===== config.mk =====
export PLATFORM = sky130hd
export DESIGN_NAME = rsa_key_setup
export DESIGN_NICKNAME = d
export VERILOG_FILES = /design/src/rtl/rsa_key_setup.sv
export SDC_FILE = /design/constraint.sdc
export NUM_CORES = 1
export LEC_CHECK = 0
export CAP_MARGIN = 40
export CORE_MARGIN = 1.5
export CORE_UTILIZATION = 56
export CTS_BUF_LIST = sky130_fd_sc_hd__clkbuf_16
export CTS_CLUSTER_DIAMETER = 30
export DETAILED_ROUTE_END_ITERATION = 12
export PLACE_DENSITY = 0.8
export REMOVE_ABC_BUFFERS = 1
export SETUP_SLACK_MARGIN = 0.3
export SLEW_MARGIN = 20
export SYNTH_ARGS = -nofsm -noshare
export SYNTH_HDL_FRONTEND = slang
export SYNTH_SLANG_ARGS = --single-unit

===== constraint.sdc =====
create_clock -name clk -period 4.35 [get_ports clk]
set_input_delay 0.6525 -clock clk [delete_from_list [all_inputs] [get_ports clk]]
set_output_delay 0.6525 -clock clk [all_outputs]
set_load 0.005 [all_outputs]

===== src/rtl/rsa_key_setup.sv =====
// rsa_key_setup
//   Key-preparation stage wrapped around an external extended binary GCD unit.
//   From primes p, q it forms n = p*q and phi = (p-1)*(q-1) with two parallel
//   shift-add multipliers, launches the GCD unit on (e, phi), checks that the
//   gcd is 1 and reduces the Bezout coefficient of e into d in [0, phi).
//
// Ports
//   clk, reset        rising-edge clock, synchronous active-low reset
//   enable            level request; a 0->1 edge seen in IDLE starts a setup
//   p, q, e           key inputs, sampled on the start edge
//   done, error       result strobe (held until enable drops) and no-key flag
//   n, phi, d         modulus, totient, private exponent (d = 0 on error)
//   gcd_enable/x/y    request to the GCD unit (x = e, y = phi)
//   gcd_done/result/coeff_i   response from the GCD unit
//
// State     | meaning
// ----------+-----------------------------------------------------------
// S_IDLE    | waiting for a rising edge on enable
// S_MUL     | one multiplier bit per cycle for HALF_WIDTH cycles
// S_CHECK   | range checks on p, q, e against phi
// S_GCD_RUN | gcd_enable high until gcd_done is seen
// S_GCD_CHK | gcd must be 1
// S_NORM    | add/subtract phi until the coefficient lies in [0, phi)
// S_DONE    | done high; waits for enable to drop
module rsa_key_setup #(
  parameter int WORD_WIDTH = 32
) (
  input  logic                         clk,
  input  logic                         reset,
  input  logic                         enable,
  input  logic [WORD_WIDTH/2-1:0]      p,
  input  logic [WORD_WIDTH/2-1:0]      q,
  input  logic [WORD_WIDTH-1:0]        e,
  output logic                         done,
  output logic                         error,
  output logic [WORD_WIDTH-1:0]        n,
  output logic [WORD_WIDTH-1:0]        phi,
  output logic [WORD_WIDTH-1:0]        d,
  output logic                         gcd_enable,
  output logic [WORD_WIDTH-1:0]        gcd_x,
  output logic [WORD_WIDTH-1:0]        gcd_y,
  input  logic                         gcd_done,
  input  logic [WORD_WIDTH-1:0]        gcd_result,
  input  logic signed [WORD_WIDTH-1:0] gcd_coeff_i
);

  localparam int HALF_WIDTH = WORD_WIDTH / 2;
  localparam int CNT_W      = $clog2(HALF_WIDTH);

  localparam logic [HALF_WIDTH-1:0] H_ONE = HALF_WIDTH'(1);
  localparam logic [HALF_WIDTH-1:0] H_TWO = HALF_WIDTH'(2);
  localparam logic [WORD_WIDTH-1:0] W_ONE = WORD_WIDTH'(1);
  localparam logic [WORD_WIDTH-1:0] W_TWO = WORD_WIDTH'(2);
  localparam logic [CNT_W-1:0]      C_ONE = CNT_W'(1);
  localparam logic [CNT_W-1:0]      C_TOP = CNT_W'(HALF_WIDTH - 1);

  typedef enum logic [2:0] {
    S_IDLE,
    S_MUL,
    S_CHECK,
    S_GCD_RUN,
    S_GCD_CHK,
    S_NORM,
    S_DONE
  } state_t;

  state_t                  state_q, state_d;
  logic                    en_prev_q, en_prev_d;
  logic [HALF_WIDTH-1:0]   p_lat_q, p_lat_d;
  logic [HALF_WIDTH-1:0]   q_lat_q, q_lat_d;
  logic [WORD_WIDTH-1:0]   e_lat_q, e_lat_d;
  logic [WORD_WIDTH-1:0]   n_mcand_q, n_mcand_d;
  logic [HALF_WIDTH-1:0]   n_mplier_q, n_mplier_d;
  logic [WORD_WIDTH-1:0]   phi_mcand_q, phi_mcand_d;
  logic [HALF_WIDTH-1:0]   phi_mplier_q, phi_mplier_d;
  logic [CNT_W-1:0]        cnt_q, cnt_d;
  logic [WORD_WIDTH-1:0]   n_q, n_d;
  logic [WORD_WIDTH-1:0]   phi_q, phi_d;
  logic [WORD_WIDTH-1:0]   d_q, d_d;
  logic                    error_q, error_d;
  logic                    gcd_en_q, gcd_en_d;
  logic [WORD_WIDTH-1:0]   gcd_x_q, gcd_x_d;
  logic [WORD_WIDTH-1:0]   gcd_y_q, gcd_y_d;
  logic [WORD_WIDTH-1:0]   res_q, res_d;
  // Two's complement, one bit wider than the word so a negative coefficient
  // plus phi, or a positive one minus phi, never overflows.
  logic [WORD_WIDTH:0]     acc_q, acc_d;

  always_ff @(posedge clk) begin
    if (!reset) begin
      state_q      <= S_IDLE;
      en_prev_q    <= 1'b0;
      p_lat_q      <= '0;
      q_lat_q      <= '0;
      e_lat_q      <= '0;
      n_mcand_q    <= '0;
      n_mplier_q   <= '0;
      phi_mcand_q  <= '0;
      phi_mplier_q <= '0;
      cnt_q        <= '0;
      n_q          <= '0;
      phi_q        <= '0;
      d_q          <= '0;
      error_q      <= 1'b0;
      gcd_en_q     <= 1'b0;
      gcd_x_q      <= '0;
      gcd_y_q      <= '0;
      res_q        <= '0;
      acc_q        <= '0;
    end else begin
      state_q      <= state_d;
      en_prev_q    <= en_prev_d;
      p_lat_q      <= p_lat_d;
      q_lat_q      <= q_lat_d;
      e_lat_q      <= e_lat_d;
      n_mcand_q    <= n_mcand_d;
      n_mplier_q   <= n_mplier_d;
      phi_mcand_q  <= phi_mcand_d;
      phi_mplier_q <= phi_mplier_d;
      cnt_q        <= cnt_d;
      n_q          <= n_d;
      phi_q        <= phi_d;
      d_q          <= d_d;
      error_q      <= error_d;
      gcd_en_q     <= gcd_en_d;
      gcd_x_q      <= gcd_x_d;
      gcd_y_q      <= gcd_y_d;
      res_q        <= res_d;
      acc_q        <= acc_d;
    end
  end

  always_comb begin
    state_d      = state_q;
    // en_prev clears in reset, so enable held high through reset release
    // looks like a fresh rising edge.
    en_prev_d    = enable;
    p_lat_d      = p_lat_q;
    q_lat_d      = q_lat_q;
    e_lat_d      = e_lat_q;
    n_mcand_d    = n_mcand_q;
    n_mplier_d   = n_mplier_q;
    phi_mcand_d  = phi_mcand_q;
    phi_mplier_d = phi_mplier_q;
    cnt_d        = cnt_q;
    n_d          = n_q;
    phi_d        = phi_q;
    d_d          = d_q;
    error_d      = error_q;
    gcd_en_d     = gcd_en_q;
    gcd_x_d      = gcd_x_q;
    gcd_y_d      = gcd_y_q;
    res_d        = res_q;
    acc_d        = acc_q;

    case (state_q)
      S_IDLE: begin
        if (enable && !en_prev_q) begin
          p_lat_d      = p;
          q_lat_d      = q;
          e_lat_d      = e;
          n_mcand_d    = {{HALF_WIDTH{1'b0}}, p};
          n_mplier_d   = q;
          phi_mcand_d  = {{HALF_WIDTH{1'b0}}, p - H_ONE};
          phi_mplier_d = q - H_ONE;
          n_d          = '0;
          phi_d        = '0;
          cnt_d        = C_TOP;
          state_d      = S_MUL;
        end
      end

      S_MUL: begin
        if (n_mplier_q[0]) n_d = n_q + n_mcand_q;
        if (phi_mplier_q[0]) phi_d = phi_q + phi_mcand_q;
        n_mcand_d    = n_mcand_q << 1;
        n_mplier_d   = n_mplier_q >> 1;
        phi_mcand_d  = phi_mcand_q << 1;
        phi_mplier_d = phi_mplier_q >> 1;
        if (cnt_q == '0) state_d = S_CHECK;
        else             cnt_d   = cnt_q - C_ONE;
      end

      S_CHECK: begin
        if (p_lat_q < H_TWO || q_lat_q < H_TWO || e_lat_q < W_TWO || e_lat_q >= phi_q) begin
          error_d = 1'b1;
          d_d     = '0;
          state_d = S_DONE;
        end else begin
          gcd_x_d  = e_lat_q;
          gcd_y_d  = phi_q;
          gcd_en_d = 1'b1;
          state_d  = S_GCD_RUN;
        end
      end

      S_GCD_RUN: begin
        if (gcd_done) begin
          res_d    = gcd_result;
          acc_d    = {gcd_coeff_i[WORD_WIDTH-1], gcd_coeff_i};
          gcd_en_d = 1'b0;
          state_d  = S_GCD_CHK;
        end
      end

      S_GCD_CHK: begin
        if (res_q != W_ONE) begin
          error_d = 1'b1;
          d_d     = '0;
          state_d = S_DONE;
        end else begin
          state_d = S_NORM;
        end
      end

      S_NORM: begin
        if (acc_q[WORD_WIDTH]) begin
          acc_d = acc_q + {1'b0, phi_q};
        end else if (acc_q[WORD_WIDTH-1:0] >= phi_q) begin
          acc_d = acc_q - {1'b0, phi_q};
        end else begin
          d_d     = acc_q[WORD_WIDTH-1:0];
          error_d = 1'b0;
          state_d = S_DONE;
        end
      end

      S_DONE: begin
        if (!enable) begin
          error_d = 1'b0;
          state_d = S_IDLE;
        end
      end

      default: state_d = S_IDLE;
    endcase
  end

  assign done       = (state_q == S_DONE);
  assign error      = error_q;
  assign n          = n_q;
  assign phi        = phi_q;
  assign d          = d_q;
  assign gcd_enable = gcd_en_q;
  assign gcd_x      = gcd_x_q;
  assign gcd_y      = gcd_y_q;

endmodule


==> metrics.md <==
| Metric | Value |
|---|---|
| Vias per Instance | 6.03 |
| Final HPWL from detailed placement | 53000 um |
| Tot GR Track Use | 34.5% |
| Tmin final | 3.83 ns |
| Nets | 3359 |
| Layout cell share with drive strength beyond 1 | 7.60% |
| Fmax | 261 MHz |
| Root buf cell | clkbuf_16 |
| First-pass GRT wire length | 115000 um |
| Synthesis warning total | 0 |
| Total CTS buffers | 88 |
| Synth Instances | 2795 |
| Psw | 5.70 mW |
| ANT cells | 0 |
| Share of the synthesized area in the top cell type | 34.5% |
| Register bit count reported by yosys | 393 |
| Worst slew margin | 40.5% |
| DRT antenna net count | 0 |
| Hold Worst Slack | 0.452 ns |
| Worst Skew | 0.0374 ns |
| Number of max-slew violations in the final report | 0 |
| PortBufs | 294 |
| Skew-Pair Late Insertion Delay | 0.63 ns |
| Worst Path Max Fanout | 8 |
| Die X | 205 um |
| Mapped cell area | 22800 um2 |
| DIE HEIGHT | 205 um |
| Clk pwr share | 40.3% |
| Final Setup Violations | 0 |
| Number of synthesized flops with an enable pin | 0 |
| Max Root-Sink Buffers | 3 |
| Die Area | 41900 um2 |
| Cell taking the most area after synthesis | dfxtp_1 |
| Grt total ovfl | 0 |
| Largest net degree at the start of global routing | 94 |
| Hold-fix buffers at CTS | 0 |
| WS Path Type | reg2reg |
| Worst vdd ir | 0.000382 V |
| Starting Density | 57.1% |
| Final hold violation count | 0 |
| Total power per unit cell area | 542 nW/um2 |
| RD Place Congestion | 1.00 |
| Drt total wl | 73800 um |
| RSZ-0062 raised after global routing | no |
| Hold WC Path Type | reg2reg |
| Max-capacitance violation count | 0 |
| Vias in the first global route | 21100 |
| Critical Path RT | 4.81 ns |
| # IOs | 295 |
| TritonCTS clock tree | done |
| Core area | 39900 um2 |
| Logic pwr share | 32.1% |
| Initial DRC count | 1704 |
| Post-synthesis cell type count | 93 |
| Most used DFF post-synth | dfxtp_1 |
| Net Sw Frac | 36.2% |
| CTS H-tree lvls | 3 |
| Worst-Margin Slew | 0.881 ns |
| Initial antenna violation count | 1 |
| Vias | 22000 |
| FFs w/ async S/R, synth | 0% |
| Final worst-path cycle share | 88.0% |
| Status | finished, final reports clean |
| DR pass1 iterations | 6 |
| Int Pwr | 10.1 mW |
| Syn Area/Cell | 8.16 um2 |
| # rows | 73 |
| Final worst slack | 0.523 ns |
| Clk slew on worst S/H paths | 0.04 ns |
| Post-synthesis sequential area ratio | 34.5% |
| Critical path arrival | 4.29 ns |
| Setup crit end kind | flip-flop |
| Leak Pwr | 11.9 nW |
| Clock tree sinks | 393 |
| Residual DRC | 0 |
| Pre-CTS setup slack | 0.494 ns |
| Number of fill cells | 2987 |
| Seq pwr share | 27.6% |
| Area growth from synthesis to layout | 27.6% |
| Worst Setup Start Kind | flip-flop |
| Top post-synthesis cells by area | dfxtp_1 (35%), ha_1 (8.8%), nand2_1 (6.7%) |
| Wire length per cell | 20.2 um |
worst max-delay path, stage by stage (launching register included):
cell,delay [ns]
dfxtp_1,0.50
inv_1,0.12
ha_1,0.44
nor3_1,0.35
o21ai_1,0.22
a2111oi_4,0.44
o41ai_2,0.15
a211o_1,0.39
o211ai_2,0.27
a21boi_1,0.12
xor2_1,0.16
a221oi_2,0.42
nor4_1,0.09
metrics by stage:
stage / util (%) / power (mW) / cells / cell area (um2) / setup TNS [ns]
3_3_place_gp: 65.4 / 9.12 / 3494 / 26100 / 0
2_1_floorplan: - / 7.55 / 2622 / 22000 / -588.99
5_1_grt: 72.9 / 16.5 / 3655 / 29100 / 0
6_report: 72.9 / 15.8 / 3655 / 29100 / 0
4_1_cts: 72.8 / 15.7 / 3655 / 29100 / 0
3_5_place_dp: 65.6 / 9.29 / 3497 / 26200 / 0
metal layers:
layer	vias up	track usage, %	share of wire (%)	routed length (um)
li1	10500	-	-	-
met1	10500	45.0	42	31200
met2	890	56.5	46	34300
met3	158	6.08	7.6	5620
met4	0	13.3	3.6	2630
met5	-	0	0	0
power groups by stage:
stage | Sequential [mW] | Combinational, mW | Clock (mW)
floorplan | 4.25 | 3.30 | 0
global placement | 4.38 | 4.74 | 0
detailed placement | 4.39 | 4.90 | 0
CTS | 4.33 | 4.94 | 6.42
global route | 4.38 | 5.49 | 6.62
finish | 4.35 | 5.06 | 6.36
Yosys cell counts, types with 20 or more instances:
library cell / instances
nand2_1: 405
dfxtp_1: 393
a21oi_1: 235
nor2_1: 182
ha_1: 161
clkbuf_1: 121
nand3_1: 106
o21ai_0: 90
xnor2_1: 89
nor2b_1: 82
inv_1: 79
mux2i_1: 68
a22oi_1: 62
nand2b_1: 54
a21o_1: 50
a31oi_1: 48
nor3_1: 48
a21boi_0: 41
nor4_1: 36
xor2_1: 35
and2_1: 28
a21boi_1: 27
o211ai_1: 24
o21bai_1: 22
nand4_1: 21
buf_1: 20
cells by family (layout without fill, tap and decap cells):
group                    count (synthesis)  in the layout  share of synthesized area, %
AND/OR/NAND/NOR                       1017           1017                          20.8
adder cells (fa/ha/maj)                165            165                          9.19
AO/OA/AOI/OAI                          771            771                          23.0
multiplexers                            69             69                          3.03
flip-flops                             393            393                          34.5
buffers and inverters                  256            591                          4.71
XOR/XNOR                               124            124                          4.76
layout by cell type (no fill, tap or decap), drive strengths merged, types with 90 or more instances in the layout:
master and n:
dfxtp 393, inv 106, nand3 106, o21ai 97, clkdlybuf4s50 293, clkbuf 90
ha 161, nor2 184, nand2 405, a21oi 236
sequential cells by signal, indices dropped and copies added, names as in the netlist, 4 cells and up:
signal and count:
phi_mplier_q 16, q_lat_q 15, gcd_y 32, n 32, cnt_q 4, n_mcand_q 32, phi_mcand_q 32, gcd_x 32
res_q 32, acc_q 33, phi 32, p_lat_q 15, n_mplier_q 16, d 32, e_lat_q 32
path summary, 6_finish.rpt:
check	from	endpoint	slack, ns	cells past startpoint
max	phi[3]	acc_q[26]	0.52	12
min	q_lat_q[2]	q_lat_q[2]	0.45	2
max reg2reg	phi[3]	acc_q[26]	0.52	12
min reg2reg	q_lat_q[2]	q_lat_q[2]	0.45	2
what timing repair did:
item / 4_1_cts / 5_1_grt
gates resized for setup: 0 / 6
setup buffers: 0 / 0
setup endpoints to repair: 0 / 12
area by class of cell:
cell class | count | area [um2] | share of cell area [%]
Clock buffer | 90 | 2250 | 7.74
Clock inverter | 68 | 618 | 2.13
Inverter | 83 | 317 | 1.09
Multi-Input combinational cell | 2146 | 13900 | 47.9
Sequential cell | 393 | 7870 | 27.1
Tap cell | 525 | 657 | 2.26
Timing Repair Buffer | 350 | 3440 | 11.8
(Power assumes the default switching activity.)
